===== src/rtl/ad9866_spi_responder.sv =====
// ad9866_spi_responder: AD9866 3-wire SPI target decoding 16-bit frames into a 32x8 register file.
// Optional read-back on sdo is compiled in when AD9866_SPI_READBACK_EN is defined.
module ad9866_spi_responder #(
    parameter int SYNC_STAGES = 2
) (
    input  logic       IF_clk,
    input  logic       rst_n,
    input  logic       sclk,
    input  logic       sen_n,
    input  logic       sdio,
    output logic       sdo,
    output logic       sdo_oe,
    output logic       wr_strobe,
    output logic [4:0] wr_addr,
    output logic [7:0] wr_data,
    input  logic [4:0] rd_addr,
    output logic [7:0] rd_data,
    output logic [7:0] err_count,
    output logic       busy
);
    typedef enum logic [1:0] {IDLE, SHIFT, DONE} state_t;

    state_t                 state, state_n;
    logic [SYNC_STAGES-1:0] sclk_q, sen_q, sdio_q, fill;
    logic                   sclk_d, sen_d, armed;
    logic                   sclk_s, sen_s, sdio_s;
    logic                   sclk_rise, sclk_fall, sen_rise, sen_fall;
    logic [4:0]             cnt, cnt_n;
    logic [14:0]            frame, frame_n;
    logic [15:0]            word;
    logic [7:0]             tx, tx_n;
    logic                   oe_n, strobe_n, err;
    logic [4:0]             addr_n;
    logic [7:0]             data_n;
    logic [7:0]             regs [32];

    assign sclk_s    = sclk_q[SYNC_STAGES-1];
    assign sen_s     = sen_q[SYNC_STAGES-1];
    assign sdio_s    = sdio_q[SYNC_STAGES-1];
    assign sclk_rise = sclk_s & ~sclk_d;
    assign sclk_fall = ~sclk_s & sclk_d;
    assign sen_rise  = sen_s & ~sen_d;
    assign sen_fall  = armed & sen_d & ~sen_s;
    assign word      = {frame, sdio_s};
    assign sdo       = tx[7];
    assign busy      = ~sen_s;
    assign rd_data   = regs[rd_addr];

    // Input synchronizers; armed only once a genuine high sen_n has been sampled after reset
    always_ff @(posedge IF_clk or negedge rst_n) begin
        if (!rst_n) begin
            sclk_q <= '0;
            sen_q  <= '1;
            sdio_q <= '0;
            fill   <= '0;
            sclk_d <= 1'b0;
            sen_d  <= 1'b1;
            armed  <= 1'b0;
        end else begin
            sclk_q <= {sclk_q[SYNC_STAGES-2:0], sclk};
            sen_q  <= {sen_q[SYNC_STAGES-2:0], sen_n};
            sdio_q <= {sdio_q[SYNC_STAGES-2:0], sdio};
            fill   <= {fill[SYNC_STAGES-2:0], 1'b1};
            sclk_d <= sclk_s;
            sen_d  <= sen_s;
            armed  <= armed | (fill[SYNC_STAGES-1] & sen_s);
        end
    end

    // Frame FSM state and registered outputs
    always_ff @(posedge IF_clk or negedge rst_n) begin
        if (!rst_n) begin
            state     <= IDLE;
            cnt       <= '0;
            frame     <= '0;
            tx        <= '0;
            sdo_oe    <= 1'b0;
            wr_strobe <= 1'b0;
            wr_addr   <= '0;
            wr_data   <= '0;
            err_count <= '0;
        end else begin
            state     <= state_n;
            cnt       <= cnt_n;
            frame     <= frame_n;
            tx        <= tx_n;
            sdo_oe    <= oe_n;
            wr_strobe <= strobe_n;
            wr_addr   <= addr_n;
            wr_data   <= data_n;
            if (err && err_count != 8'hFF) err_count <= err_count + 8'd1;
        end
    end

    // Next-state: bit counting, frame decode, read-back shifting and error detection
    always_comb begin
        state_n  = state;
        cnt_n    = cnt;
        frame_n  = frame;
        tx_n     = tx;
        oe_n     = sdo_oe;
        strobe_n = 1'b0;
        addr_n   = wr_addr;
        data_n   = wr_data;
        err      = 1'b0;
        if (sen_rise) begin
            state_n = IDLE;
            cnt_n   = '0;
            tx_n    = '0;
            oe_n    = 1'b0;
            err     = cnt != 5'd0 && cnt != 5'd16;
        end else if (sen_fall) begin
            state_n = SHIFT;
            cnt_n   = '0;
            frame_n = '0;
        end else if (state == SHIFT && sclk_rise) begin
            frame_n = word[14:0];
            cnt_n   = cnt + 5'd1;
`ifdef AD9866_SPI_READBACK_EN
            if (cnt == 5'd7 && word[7] && word[6:5] == 2'b00) begin
                tx_n = regs[word[4:0]];
                oe_n = 1'b1;
            end
`endif
            if (cnt == 5'd15) begin
                state_n = DONE;
                if (word[14:13] != 2'b00) err = 1'b1;
                else if (!word[15]) begin
                    strobe_n = 1'b1;
                    addr_n   = word[12:8];
                    data_n   = word[7:0];
                end
            end
        end else if (state == SHIFT && sclk_fall && sdo_oe && cnt >= 5'd9) begin
            tx_n = {tx[6:0], 1'b0};
        end
    end

    // Register file commits the write one cycle after the strobe
    always_ff @(posedge IF_clk or negedge rst_n) begin
        if (!rst_n) begin
            for (int i = 0; i < 32; i++) regs[i] <= '0;
        end else if (wr_strobe) begin
            regs[wr_addr] <= wr_data;
        end
    end
endmodule


===== config.mk =====
export PLATFORM = sky130hd
export DESIGN_NAME = ad9866_spi_responder
export DESIGN_NICKNAME = d
export VERILOG_FILES = /design/src/rtl/ad9866_spi_responder.sv
export SDC_FILE = /design/constraint.sdc
export NUM_CORES = 1
export LEC_CHECK = 0
export CORE_ASPECT_RATIO = 1.5
export CORE_UTILIZATION = 60
export DETAILED_ROUTE_END_ITERATION = 12
export DONT_BUFFER_PORTS = 1
export MAX_ROUTING_LAYER = met4
export PLACE_DENSITY = 0.76
export REMOVE_ABC_BUFFERS = 1
export SYNTH_ARGS = -nofsm -noshare
export SYNTH_HDL_FRONTEND = slang
export SYNTH_SLANG_ARGS = --single-unit

===== constraint.sdc =====
create_clock -name IF_clk -period 6.8 [get_ports IF_clk]
set_input_delay 1.36 -clock IF_clk [delete_from_list [all_inputs] [get_ports IF_clk]]
set_output_delay 1.36 -clock IF_clk [all_outputs]
set_load 0.005 [all_outputs]

==> impl_metrics.tcl <==
set metrics [dict create \
    boundaryPins 43 \
    cp_common_cell "mux4_2" \
    syn2layout_area_growth_pct 8.52 \
    cp_data_required_time_ps 5440 \
    p_total_mw 3.65 \
    multi_input_area_mm2 0.00575 \
    via_per_inst 6.53 \
    hold_viol 0 \
    min_period_ps 4160 \
    die_area_mm2 0.0236 \
    dp_hpwl_um 18400 \
    grt_pass1_wl_um 48400 \
    yosys_register_bits 311 \
    gp_congestion 0.799 \
    route.detailed.drc 0 \
    cts_tree "built" \
    setup_viol 0 \
    rsz0062_at_grt "no" \
    synth-async-reset-ratio_pct 100 \
    synth_commonest_cells "dfrtp_1, mux2_2, mux4_2, clkbuf_1, nand2_1" \
    clock_skew_ps 11.5 \
    yosys.area.top_type_share_pct 55.8 \
    cp_max_fo 64 \
    rows 67 \
    start_util_pct 61.4 \
    crit_arrival_ps 2800 \
    diodes 0 \
    htree_levels 1 \
    fillCellCount 1549 \
    yosysUniqueCellTypes 41 \
    max-cap-violations 0 \
    crit_buf_inv 0 \
    fin_area_mm2 0.0150 \
    core_area_mm2 0.0225 \
    final-max-slew-violation-count 0 \
    max_freq_mhz 241 \
    clockBufferDepth 3 \
    setup_tns_ps 0 \
    synth.most_common_cell "dfrtp_1" \
    start_kind "input port" \
    worst_path_max_delay_cell "mux4_2" \
    post_drt_wl_per_cell_um 26.3 \
    leakagePower_nw 7.19 \
    overflow 0 \
    synth_edf_count 0 \
    critical_path_class "input port to primary output" \
    synth_top_cell_by_area "dfrtp_1" \
    drt-initial-drc-count 737 \
    numCtsBuffers 29 \
    outcome "completed" \
    regArea_mm2 0.00779 \
    place_area_mm2 0.0140 \
    finalCritPeriodShare_pct 61.1 \
    cp_cell_sequence "mux4_2 -> mux4_2 -> mux2_2" \
    worst_pin_slew_ps 1230 \
    cts_root_buffer "clkbuf_16" \
    drt_pass1_iterations 6 \
    die_w_um 126 \
    synthesis.area_mm2 0.0138 \
    cp-end-kind "primary output" \
    grt_pass1_vias 8301 \
    grt_util_all_layers_pct 28.2 \
    antenna_found_initial 0 \
    vdd_drop_max_mv 0.245 \
    clkSinkCount 311 \
    holdCritPathClass "flip-flop to flip-flop" \
    fin_util_pct 66.7 \
    insertion_delay_ps 560 \
    grt_max_degree 312 \
    synth_area_leaders "dfrtp_1, mux2_2, mux4_2, clkbuf_1, a22o_1" \
    post_cts_resized 0 \
    drt-total-wl_um 30200 \
    cpLargestDelayFamily "multiplexers" \
    die_y_um 188 \
    drive_above_1_share_pct 49.3 \
    post-cts-setup-buffer-count 0 \
    avgSynthCellArea_um2 15.9 \
    slowest_delay_ps 540 \
    netlist_instances 867 \
    dr_total_vias 7494 \
    relSlewSlack_pct 17.6 \
    yosysWarnings 0 \
    synth_seq_area_share_pct 56.4 \
    clkTransAtPathRegs_ps 60 \
    fin_nets 863 \
    cts_hold_buf 0 \
    numPortBuffers 0 \
    powerDensity_mw_per_mm2 244 \
    synth_flop_cell "dfrtp_1" \
    ant_nets 0 \
]
power breakdown:
group	switching (mW)	internal, mW	leakage [nW]
Clock	0.691	1.03	0.508
Combinational	0.0166	0.0314	2.37
Sequential	0.0179	1.86	4.31
Total	0.726	2.92	7.19
path summary, 6_finish.rpt:
check                              startpoint                      to  slack (ps)  depth (start not counted)
max in group asynchronous               rst_n   regs[230]$_DFFE_PN0P_        5710                          0
min in group asynchronous               rst_n   regs[252]$_DFFE_PN0P_         490                          0
setup / recovery                   rd_addr[1]              rd_data[7]        2640                          3
hold reg to reg             fill[0]$_DFF_PN0_       fill[1]$_DFF_PN0_         350                          0
setup reg to reg           cnt[0]$_DFFE_PN0P_  wr_data[0]$_DFFE_PN0P_        4360                          6
hold / removal              fill[0]$_DFF_PN0_       fill[1]$_DFF_PN0_         350                          0
logic make-up after synthesis:
| family | Yosys count | synth area share (%) |
|---|---|---|
| multiplexers | 359 | 35.8 |
| AND/OR/NAND/NOR | 94 | 3.47 |
| flip-flops | 311 | 56.4 |
| XOR/XNOR | 4 | 0.254 |
| AO/OA/AOI/OAI | 32 | 1.66 |
| other | 2 | 0.0544 |
| buffers and inverters | 61 | 1.98 |
| adder cells (fa/ha/maj) | 4 | 0.363 |
through the flow:
| step | worst slack [ps] | hold WS, ps | cells |
|---|---|---|---|
| finish | 2640 | 351 | 1148 |
| global route | 2660 | 358 | 1148 |
| CTS | 2690 | 356 | 1148 |
| detailed placement | 2690 | 339 | 1094 |
| global placement | 2700 | 339 | 1094 |
| floorplan | 2890 | 331 | 811 |
worst reg2reg max path: cells and delay by family (launching register included):
family	cells	cell delay, ps
mux	1	440
simple gates	3	1130
flops	1	390
fa+ha+maj	2	360
placed cells by master, fill, tap and decap left out, drive strengths merged, types with 2 or more instances in the layout:
master  netlist  layout
a21oi        10      10
a22o         15      15
and3          3       3
buf          20       7
bufinv        0       4
clkbuf       37      42
clkinv        0       5
conb          2       3
dfrtp       308     308
dfstp         3       3
ha            4       4
inv           4       6
mux2        279     279
mux4         80      80
nand2        30      30
nand3         6       6
nand3b        5       5
nand4         3       3
nor2         28      28
nor3          3       3
nor3b         5       5
o21ai         3       3
or2           2       2
or3           2       2
xor2          3       3
layout make-up:
cell class,count,area share (%)
inverters,4,0.100
clock buffers,42,5.70
clock inverters,12,1.15
well taps,276,2.31
repair buffers,7,0.351
flip-flops and latches,311,52.0
multi-input cells,496,38.4
state kept, by name, indices dropped and copies added (netlist names), 2 cells and up:
signal     count
cnt            5
err_count      8
fill           2
frame         15
regs         256
sclk_q         2
sdio_q         2
sen_q          2
state          2
wr_addr        5
wr_data        8
metal layers:
layer / vias up / GRT usage [%] / wire (um)
li1: 3178 / - / -
met1: 4052 / 35.3 / 11800
met2: 216 / 47.4 / 16000
met3: 48 / 5.08 / 1840
met4: 0 / 7.83 / 651
met5: - / - / 0
Note: power is estimated with default switching activity, not from simulation.
